$ cat config.mk
export PLATFORM = sky130hd
export DESIGN_NAME = sink_src_table
export DESIGN_NICKNAME = d
export VERILOG_FILES = /design/src/rtl/noc_flit_pkg.sv /design/src/rtl/sink_src_table.sv
export SDC_FILE = /design/constraint.sdc
export NUM_CORES = 1
export LEC_CHECK = 0
export BUFFER_PORTS_ARGS = -buffer_cell sky130_fd_sc_hd__buf_2
export CAP_MARGIN = 15
export CORE_MARGIN = 2
export CORE_UTILIZATION = 60
export CTS_CLUSTER_DIAMETER = 150
export CTS_CLUSTER_SIZE = 40
export DETAILED_ROUTE_END_ITERATION = 8
export PLACE_DENSITY = 0.74
export RECOVER_POWER = 50
export SYNTH_ARGS = -nofsm -noshare
export SYNTH_HDL_FRONTEND = slang
export SYNTH_SLANG_ARGS = --single-unit
$ cat constraint.sdc
create_clock -name clk -period 7.98 [get_ports clk]
set_input_delay 1.995 -clock clk [delete_from_list [all_inputs] [get_ports clk]]
set_output_delay 1.995 -clock clk [all_outputs]
set_load 0.02 [all_outputs]
$ cat src/rtl/noc_flit_pkg.sv
// rtl/noc_flit_pkg.sv - shared flit field layout, sink error codes and sink state encoding
package noc_flit_pkg;

  localparam int SRC_MSB = 19;
  localparam int SRC_LSB = 12;
  localparam int SEQ_MSB = 11;
  localparam int SEQ_LSB = 4;
  localparam int TAG_W   = 4;
  localparam int FLIT_W  = 20;

  localparam logic [1:0] ERR_NONE    = 2'd0;
  localparam logic [1:0] ERR_BAD_SRC = 2'd1;
  localparam logic [1:0] ERR_SEQ     = 2'd2;
  localparam logic [1:0] ERR_EXTRA   = 2'd3;

  typedef enum logic [1:0] {
    ST_IDLE = 2'd0,
    ST_RUN  = 2'd1,
    ST_DONE = 2'd2,
    ST_TOUT = 2'd3
  } sink_state_t;

endpackage

$ cat src/rtl/sink_src_table.sv
// rtl/sink_src_table.sv - per-source expected sequence and flit count with all-complete reduction
module sink_src_table
  import noc_flit_pkg::*;
#(
  parameter int NUM_SRC     = 16,
  parameter int EXP_PER_SRC = 30
) (
  input  logic               clk,
  input  logic               rst,
  input  logic               load,
  input  logic [NUM_SRC-1:0] mask_in,
  input  logic               lookup,
  input  logic [7:0]         src,
  input  logic [7:0]         seq,
  output logic [1:0]         err_class,
  output logic               all_complete_next
);

  localparam int IDX_W = (NUM_SRC > 1) ? $clog2(NUM_SRC) : 1;
  localparam int CNT_W = $clog2(EXP_PER_SRC + 1);
  localparam logic [CNT_W-1:0] CNT_FULL = CNT_W'(EXP_PER_SRC);
  localparam logic [CNT_W-1:0] CNT_LAST = CNT_W'(EXP_PER_SRC - 1);

  logic [NUM_SRC-1:0] mask;
  logic [7:0]         exp_seq [NUM_SRC];
  logic [CNT_W-1:0]   count   [NUM_SRC];
  logic               in_range;
  logic [IDX_W-1:0]   idx;
  logic               upd;

  assign in_range = (int'(src) < NUM_SRC);
  assign idx      = src[IDX_W-1:0];

  always_comb begin
    err_class = ERR_NONE;
    if (!in_range || !mask[idx])
      err_class = ERR_BAD_SRC;
    else if (count[idx] == CNT_FULL)
      err_class = ERR_EXTRA;
    else if (seq != exp_seq[idx])
      err_class = ERR_SEQ;
  end

  // A sequence mismatch still consumes a slot and resyncs to the received number
  assign upd = lookup && ((err_class == ERR_NONE) || (err_class == ERR_SEQ));

  always_comb begin
    all_complete_next = 1'b1;
    for (int i = 0; i < NUM_SRC; i++) begin
      if (mask[i] && (count[i] != CNT_FULL) &&
          !(upd && (idx == IDX_W'(i)) && (count[i] == CNT_LAST)))
        all_complete_next = 1'b0;
    end
  end

  always_ff @(posedge clk or negedge rst) begin
    if (!rst) begin
      mask <= '0;
      for (int i = 0; i < NUM_SRC; i++) begin
        exp_seq[i] <= 8'd1;
        count[i]   <= '0;
      end
    end else if (load) begin
      mask <= mask_in;
      for (int i = 0; i < NUM_SRC; i++) begin
        exp_seq[i] <= 8'd1;
        count[i]   <= '0;
      end
    end else if (upd) begin
      count[idx]   <= count[idx] + CNT_W'(1);
      exp_seq[idx] <= seq + 8'd1;
    end
  end

endmodule

==> results.md, run 1 <==
* Status: finished, violations left
* Failing checks: max-capacitance violations, max-slew violations
* Largest net degree at the start of global routing at 169
* Cts repair resizes at 0
* Post-CTS Hold Buffers at 0
* Core area at 18,770 sq um
* DIE WIDTH at 142.5 microns
* All-Layer GR Usage at 30.27%
* Wirelength per Cell at 23.76 microns
* Combinational group share of total power at 8.4%
* Switching fraction of total power at 24.44%
* Post-route ant nets at 0
* Post-synthesis cell area at 11,510 sq um
* Fraction of layout cells with a size suffix above 1 at 16.96%
* Simple-gate area share of the yosys netlist at 18.65%
* Clk pwr share at 30.3%
* RePlAce Congestion at 1.027
* Slowest-stage cell, CP: mux4_2
* Final #Nets at 1,046
* Fin crit share at 95.01%
* Setup bufs post-CTS at 0
* Seq/Total Area, Yosys at 48.86%
* CTS tree: built
* Yosys top cell by area: dfrtp_1
* # DRC at 0
* Root buffer cell: clkbuf_16
* Worst skew pair latency at 490 ps
* IO buf count at 38
* Final Max Slew Viols at 269
* Initial drt markers at 874
* CTS H-tree depth at 1
* # diodes at 0
* Initial antenna violation count at 0
* Leak at 0.004780 uW
* Compound-Gate Fraction of Synth Area at 12.02%
* Dpl hpwl at 19,060 microns
* Top-count cell post-synth: dfrtp_1
* Worst Reg-to-Reg Cells at 9
* Worst path arrival time at 5590 ps
* Initial Util at 61.35%
* Pre-antenna DRT Iters at 5
* Yosys top cell area share at 45.21%
* Synth cell types at 50
* Cell area after layout at 12,010 sq um
* Max-Cap Viols at 2
* Largest family of logic cells by synthesized area: simple AND/OR/NAND/NOR gates
* Hold depth at 2
* Routed wire length at 29,500 microns
* Maximum clock insertion buffer count at 3
* Power Total at 1882 uW
* GR Overflow Total at 0
* Final hold vios at 0
* R2r setup slk at 3680 ps
* Most common flop cell mapped by yosys: dfrtp_1
* Fillers at 1,497
* Vias per inst at 6.726
* Global-route wire length before repair at 47,390 microns
* Reg clk slew, reported paths at 120 ps
* Final-report setup violation count at 0
* XOR/XNOR share of the synthesized area at 1.293%
* Post-layout min period at 7582 ps
* Post-Syn Instances at 1,036
* Cell area power density at 156.7 nW/um^2
* Ys async rst share at 100.0%
* Slew HR at -283.8%
* Setup TNS at 0 ps
* Critical Path, Cell by Cell: buf_4 -> buf_4 -> mux4_2 -> a22oi_1 -> a21boi_1 -> a311oi_4 -> buf_4 -> a41oi_1 -> o21ai_0 -> nand4_1 -> nor4_2 -> buf_2
* Site Rows at 50
* Clk sinks at 224
* Reg-to-reg critical path startpoint: count[21]
* Reg2reg end: count[16]
* Chip Height at 142.5 microns
* Synth warn at 0
* Mean Syn Cell Area at 11.11 sq um
* Actual slew at the worst max-slew pin at 5758 ps
* P_int at 1422 uW
* Vias in the first global route at 8,224
* CTS buffer count at 9
* Hold EP: exp_seq[13]
* Max VDD drop at 0.1978 mV
* Crit end category: output pin
* Hold Crit Start: exp_seq[13]
* FMAX at 0.1319 GHz
* Ports at 39
* Min-delay worst type: reg2reg
* Post-synth EDFFs at 0
* Final Skew at 31.54 ps
* Post-synthesis register bit count at 224
* Slowest cell delay on critical path at 590 ps
* Synth top area cells: dfrtp_1 (45%), mux4_2 (13%), nand3b_1 (9.6%), o21ai_0 (6.9%), dfstp_2 (3.7%)
* Top delay family on crit path: compound AO/OA/AOI/OAI gates
* DR vias at 8,354
* Critical path type: in2out
* Most frequent cells after synthesis: dfrtp_1 (208), o21ai_0 (158), nand3b_1 (147), clkbuf_1 (74), nor2_1 (74)
* Area growth from synthesis to final layout at 4.303%
* Unrepaired setup endpoints after global routing: no
* Max FO, Critical Path at 28
* Post-synth net total at 1,075
* Crit path buf inv count at 4
* Die footprint at 20,310 sq um
* Mux cell area share after synthesis at 15.43%
* Hold slack at 526.1 ps
* Crit start category: input port
* Critical Path RT at 5990 ps
* Sequential share of power at 61.3%
* Cell mode on critical path: buf_4
* Sw power at 459.9 uW
* Area after DPL at 11,760 sq um
* Synth Area in Adders at 0.3260%
## registers in the layout (all words and copies together) (netlist names)
signal,count
mask,16
count,80
exp_seq,128
## stage by stage
stage / setup WS [ps] / utilization [%] / std cells
6_report: 397.9 / 63.99 / 1242
5_1_grt: 165.4 / 63.99 / 1242
3_5_place_dp: 442.9 / 62.68 / 1229
4_1_cts: 435.2 / 64.01 / 1241
2_1_floorplan: 6.176 / - / 1036
3_3_place_gp: 518.7 / 62.68 / 1229
## worst max path at each step
| stage | start | endpoint | slack [ps] | cells after the start |
|---|---|---|---|---|
| 6_report | src[0] | all_complete_next | 400 | 12 |
| 4_1_cts | src[0] | all_complete_next | 440 | 12 |
| 3_3_place_gp | src[0] | all_complete_next | 520 | 12 |
| 5_1_grt | rst | exp_seq[13] | 170 | 2 |
| 2_1_floorplan | src[1] | all_complete_next | 6 | 15 |
| 3_5_place_dp | src[0] | all_complete_next | 440 | 12 |
## cell usage in the layout, fill, tap and decap left out, types with 24 or more instances in the layout
master    synthesis  layout
o21ai_0         158     158
buf_2             6      35
nor2_1           74      74
a21oi_1          24      24
nand3b_1        147     147
nand2b_1         28      28
mux4_2           66      66
dfrtp_1         208     208
nand3_1          34      34
nand2_1          37      37
## metal layers
layer	wire, microns	global-route usage, %	part of all wire [%]	vias up
li1	-	-	-	3730
met1	12980	45.74	44	4251
met2	13350	44.69	45	328
met3	2445	6.931	8.3	45
met4	728	7.973	2.5	0
met5	0	0	0	-
## worst reg2reg max path: cells and delay by family (launching register included)
kind,cells,cell delay [ps]
AO/OA/AOI/OAI,3,670
adder cells (fa/ha/maj),1,220
buffers and inverters,1,320
flip-flops,1,480
multiplexers,2,1000
AND/OR/NAND/NOR,2,1560
## final cells by class
class / instances / area, sq um / area share [%]
clock buffer: 11 / 232.7 / 1.938
inverter: 4 / 15.01 / 0.1250
timing repair buffer: 56 / 332.8 / 2.771
multi-input combinational: 712 / 5494 / 45.75
tap: 234 / 292.8 / 2.438
clock inverter: 1 / 16.27 / 0.1354
sequential: 224 / 5625 / 46.84
## cell families after synthesis
logic type	Yosys count
AND/OR/NAND/NOR	360
AO/OA/AOI/OAI	239
flip-flops	224
buffers and inverters	100
multiplexers	93
XOR/XNOR	17
adder cells (fa/ha/maj)	3
## power groups by stage
| stage | Clock [uW] | Sequential, uW | Combinational [uW] |
|---|---|---|---|
| after floorplan | 0 | 1170 | 97.6 |
| after global placement | 0 | 1170 | 154 |
| after detailed placement | 0 | 1170 | 155 |
| after CTS | 581 | 1150 | 155 |
| after global routing | 617 | 1150 | 173 |
| final | 570 | 1150 | 158 |
Power figures use the tool's default switching activity.
==> run 2: changes to the inputs <==
--- a/config.mk
+++ b/config.mk
@@ -8,11 +8,11 @@
 export BUFFER_PORTS_ARGS = -buffer_cell sky130_fd_sc_hd__buf_2
 export CAP_MARGIN = 15
 export CORE_MARGIN = 2
-export CORE_UTILIZATION = 60
+export CORE_UTILIZATION = 56
 export CTS_CLUSTER_DIAMETER = 150
 export CTS_CLUSTER_SIZE = 40
 export DETAILED_ROUTE_END_ITERATION = 8
-export PLACE_DENSITY = 0.74
+export PLACE_DENSITY = 0.73
 export RECOVER_POWER = 50
 export SYNTH_ARGS = -nofsm -noshare
 export SYNTH_HDL_FRONTEND = slang
==> constraint.sdc (replaced) <==
create_clock -name clk -period 6.9 [get_ports clk]
set_input_delay 1.725 -clock clk [delete_from_list [all_inputs] [get_ports clk]]
set_output_delay 1.725 -clock clk [all_outputs]
set_load 0.02 [all_outputs]
==> run 2 against run 1 <==
Against the previous run: the run still ends with max-capacitance violations, max-slew violations left; register-to-register slack worse by 980 ps; final cell count up 3.6%; first-iteration DRC count down 14%; global-route usage down 1.9 points; worst setup slack worse by 270 ps; critical endpoint unchanged; largest cell class unchanged.
==> results.md, run 2 (synthesized netlist as in run 1, its figures left out) <==
* Area growth from synthesis to final layout at 5.586% (was 4.303%)
* Critical Path RT at 5180 ps (was 5990 ps)
* Dpl ws at 38.66 ps (was 442.9 ps)
* Max FO, Critical Path at 10 (was 28)
* Final Skew at 62.77 ps (was 31.54 ps)
* Largest register FFs at 128 (unchanged)
* Global-route wire length before repair at 47,820 microns (was 47,390 microns)
* Ports at 39 (unchanged)
* Critical path type: in2out (unchanged)
* Failing checks: max-capacitance violations, max-slew violations (unchanged)
* Slew HR at -205.1% (was -283.8%)
* Min-delay worst type: reg2reg (unchanged)
* # DRC at 0 (unchanged)
* Met3 WL at 2347 microns (was 2445 microns)
* Setup TNS at 0 ps (unchanged)
* Max VDD drop at 0.1512 mV (was 0.1978 mV)
* DIE WIDTH at 147.4 microns (was 142.5 microns)
* Largest registers: exp_seq x128, count x80, mask x16 (unchanged)
* Initial drt markers at 753 (was 874)
* Vias per inst at 6.478 (was 6.726)
* Dpl hpwl at 19,680 microns (was 19,060 microns)
* Status: finished, violations left (unchanged)
* Routed wire length at 30,010 microns (was 29,500 microns)
* Final #Nets at 1,055 (was 1,046)
* Max-Cap Viols at 2 (unchanged)
* Final Max Slew Viols at 234 (was 269)
* Fillers at 1,675 (was 1,497)
* Largest net degree at the start of global routing at 128 (was 169)
* CTS buffer count at 9 (unchanged)
* Storage element area at 5625 sq um (unchanged)
* Setup slack after layout at 125.2 ps (was 397.9 ps)
* Post-layout min period at 6775 ps
* RePlAce Congestion at 1.008 (was 1.027)
* Core area at 20,230 sq um (was 18,770 sq um)
* Crit end category: output pin (unchanged)
* Vias in the first global route at 8,296 (was 8,224)
* Most common cell after layout, fill and taps aside: dfrtp_1 (unchanged)
* Wirelength per Cell at 23.32 microns (was 23.76 microns)
* Hold slack at 525.9 ps (was 526.1 ps)
* Chip Height at 147.4 microns (was 142.5 microns)
* DR vias at 8,337 (was 8,354)
* Most frequent cells in the layout: dfrtp_1 (208), o21ai_0 (158), nand3b_1 (147) (unchanged)
* IO buf count at 38 (unchanged)
* Root buffer cell: clkbuf_16 (unchanged)
* CTS tree: built (unchanged)
* FMAX at 0.1476 GHz
* Final-report setup violation count at 0 (unchanged)
* Post-CTS Hold Buffers at 0 (unchanged)
* Pre-antenna DRT Iters at 7 (was 5)
* Initial antenna violation count at 0 (unchanged)
* Util after Layout at 60.08% (was 63.99%)
* Fin crit share at 98.18%
* DRT met1 WL at 12,850 microns (was 12,980 microns)
* Clk sinks at 224 (unchanged)
* Crit start category: input port (unchanged)
* Maximum clock insertion buffer count at 3 (unchanged)
* Leak at 0.004853 uW (was 0.004780 uW)
* Unrepaired setup endpoints after global routing: no (unchanged)
* All-Layer GR Usage at 28.34% (was 30.27%)
* Final hold vios at 0 (unchanged)
* Initial Util at 56.90% (was 61.35%)
* Die footprint at 21,720 sq um (was 20,310 sq um)
* # diodes at 0 (unchanged)
* Reg clk slew, reported paths at 150 ps (was 120 ps)
* Area of the multi-input gates at 5503 sq um (was 5494 sq um)
* Power Total at 2174 uW (was 1882 uW)
* Top reg by flops: exp_seq (unchanged)
* Worst path arrival time at 5050 ps (was 5590 ps)
* Fraction of layout cells with a size suffix above 1 at 17.70% (was 16.96%)
* Top Metal Used: met4 (unchanged)
* Actual slew at the worst max-slew pin at 4576 ps (was 5758 ps)
* Cell area power density at 178.8 nW/um^2 (was 156.7 nW/um^2)
* Post-route ant nets at 0 (unchanged)
* CTS H-tree depth at 1 (unchanged)
* Worst skew pair latency at 510 ps (was 490 ps)
* Site Rows at 52 (was 50)
* GR Overflow Total at 0 (unchanged)
* Met2 Wirelength at 14,180 microns (was 13,350 microns)
-- run 2: cell count changes in the layout (fill, tap and decap cells not counted), sizes merged --
cell,delta
dlymetal6s4s,+1
clkbuf,-2
buf,+9
clkdlybuf4s25,+1
-- run 2: through the flow --
stage | cells | instance area, sq um
2_1_floorplan | 1036 | 11550
4_1_cts | 1286 | 12130
3_5_place_dp | 1274 | 11890
3_3_place_gp | 1274 | 11890
5_1_grt | 1287 | 12160
6_report | 1287 | 12160
-- run 2: power by group --
group | internal, uW | switching [uW]
sequential | 1320 | 9.36
clock | 249 | 406
combinational | 71.9 | 114
-- run 2: final timing paths --
| kind | startpoint | end | slack [ps] | cells past startpoint |
|---|---|---|---|---|
| setup / recovery | src[0] | all_complete_next | 130 | 11 |
| hold / removal | exp_seq[108] | exp_seq[108] | 530 | 2 |
| setup reg to reg | count[61] | count[16] | 2700 | 9 |
| hold reg to reg | exp_seq[108] | exp_seq[108] | 530 | 2 |
| max in group asynchronous | rst | count[64] | 970 | 2 |
| min in group asynchronous | rst | exp_seq[21] | 3000 | 1 |
-- run 2: metal layers --
metal  vias to the layer above  track usage [%]
met5                         -                0
met4                         0            6.538
met3                        36            6.296
met2                       301            44.46
met1                      4244            41.18
li1                       3756                -
-- run 2: layout make-up --
| type | count | share of cell area (%) |
|---|---|---|
| clock inverter | 1 | 0.1338 |
| tap | 270 | 2.779 |
| inverter | 4 | 0.1235 |
| multi-input combinational | 712 | 45.27 |
| timing repair buffer | 65 | 3.510 |
| sequential | 224 | 46.27 |
| clock buffer | 11 | 1.914 |
-- run 2: worst max-delay path, cell delays in order --
cell and delay [ps]:
buf_6 160, mux4_2 540, mux4_2 520, ha_1 230, a21boi_1 180, a311oi_4 280, nand3_2 130, or4b_1 490
a211o_1 300, nor4_4 290, buf_2 210
-- run 2: timing repair --
action / CTS / global route
buffers inserted: 0 / 0
resized for setup: 0 / 3
endpoints found under the setup margin: 0 / 1
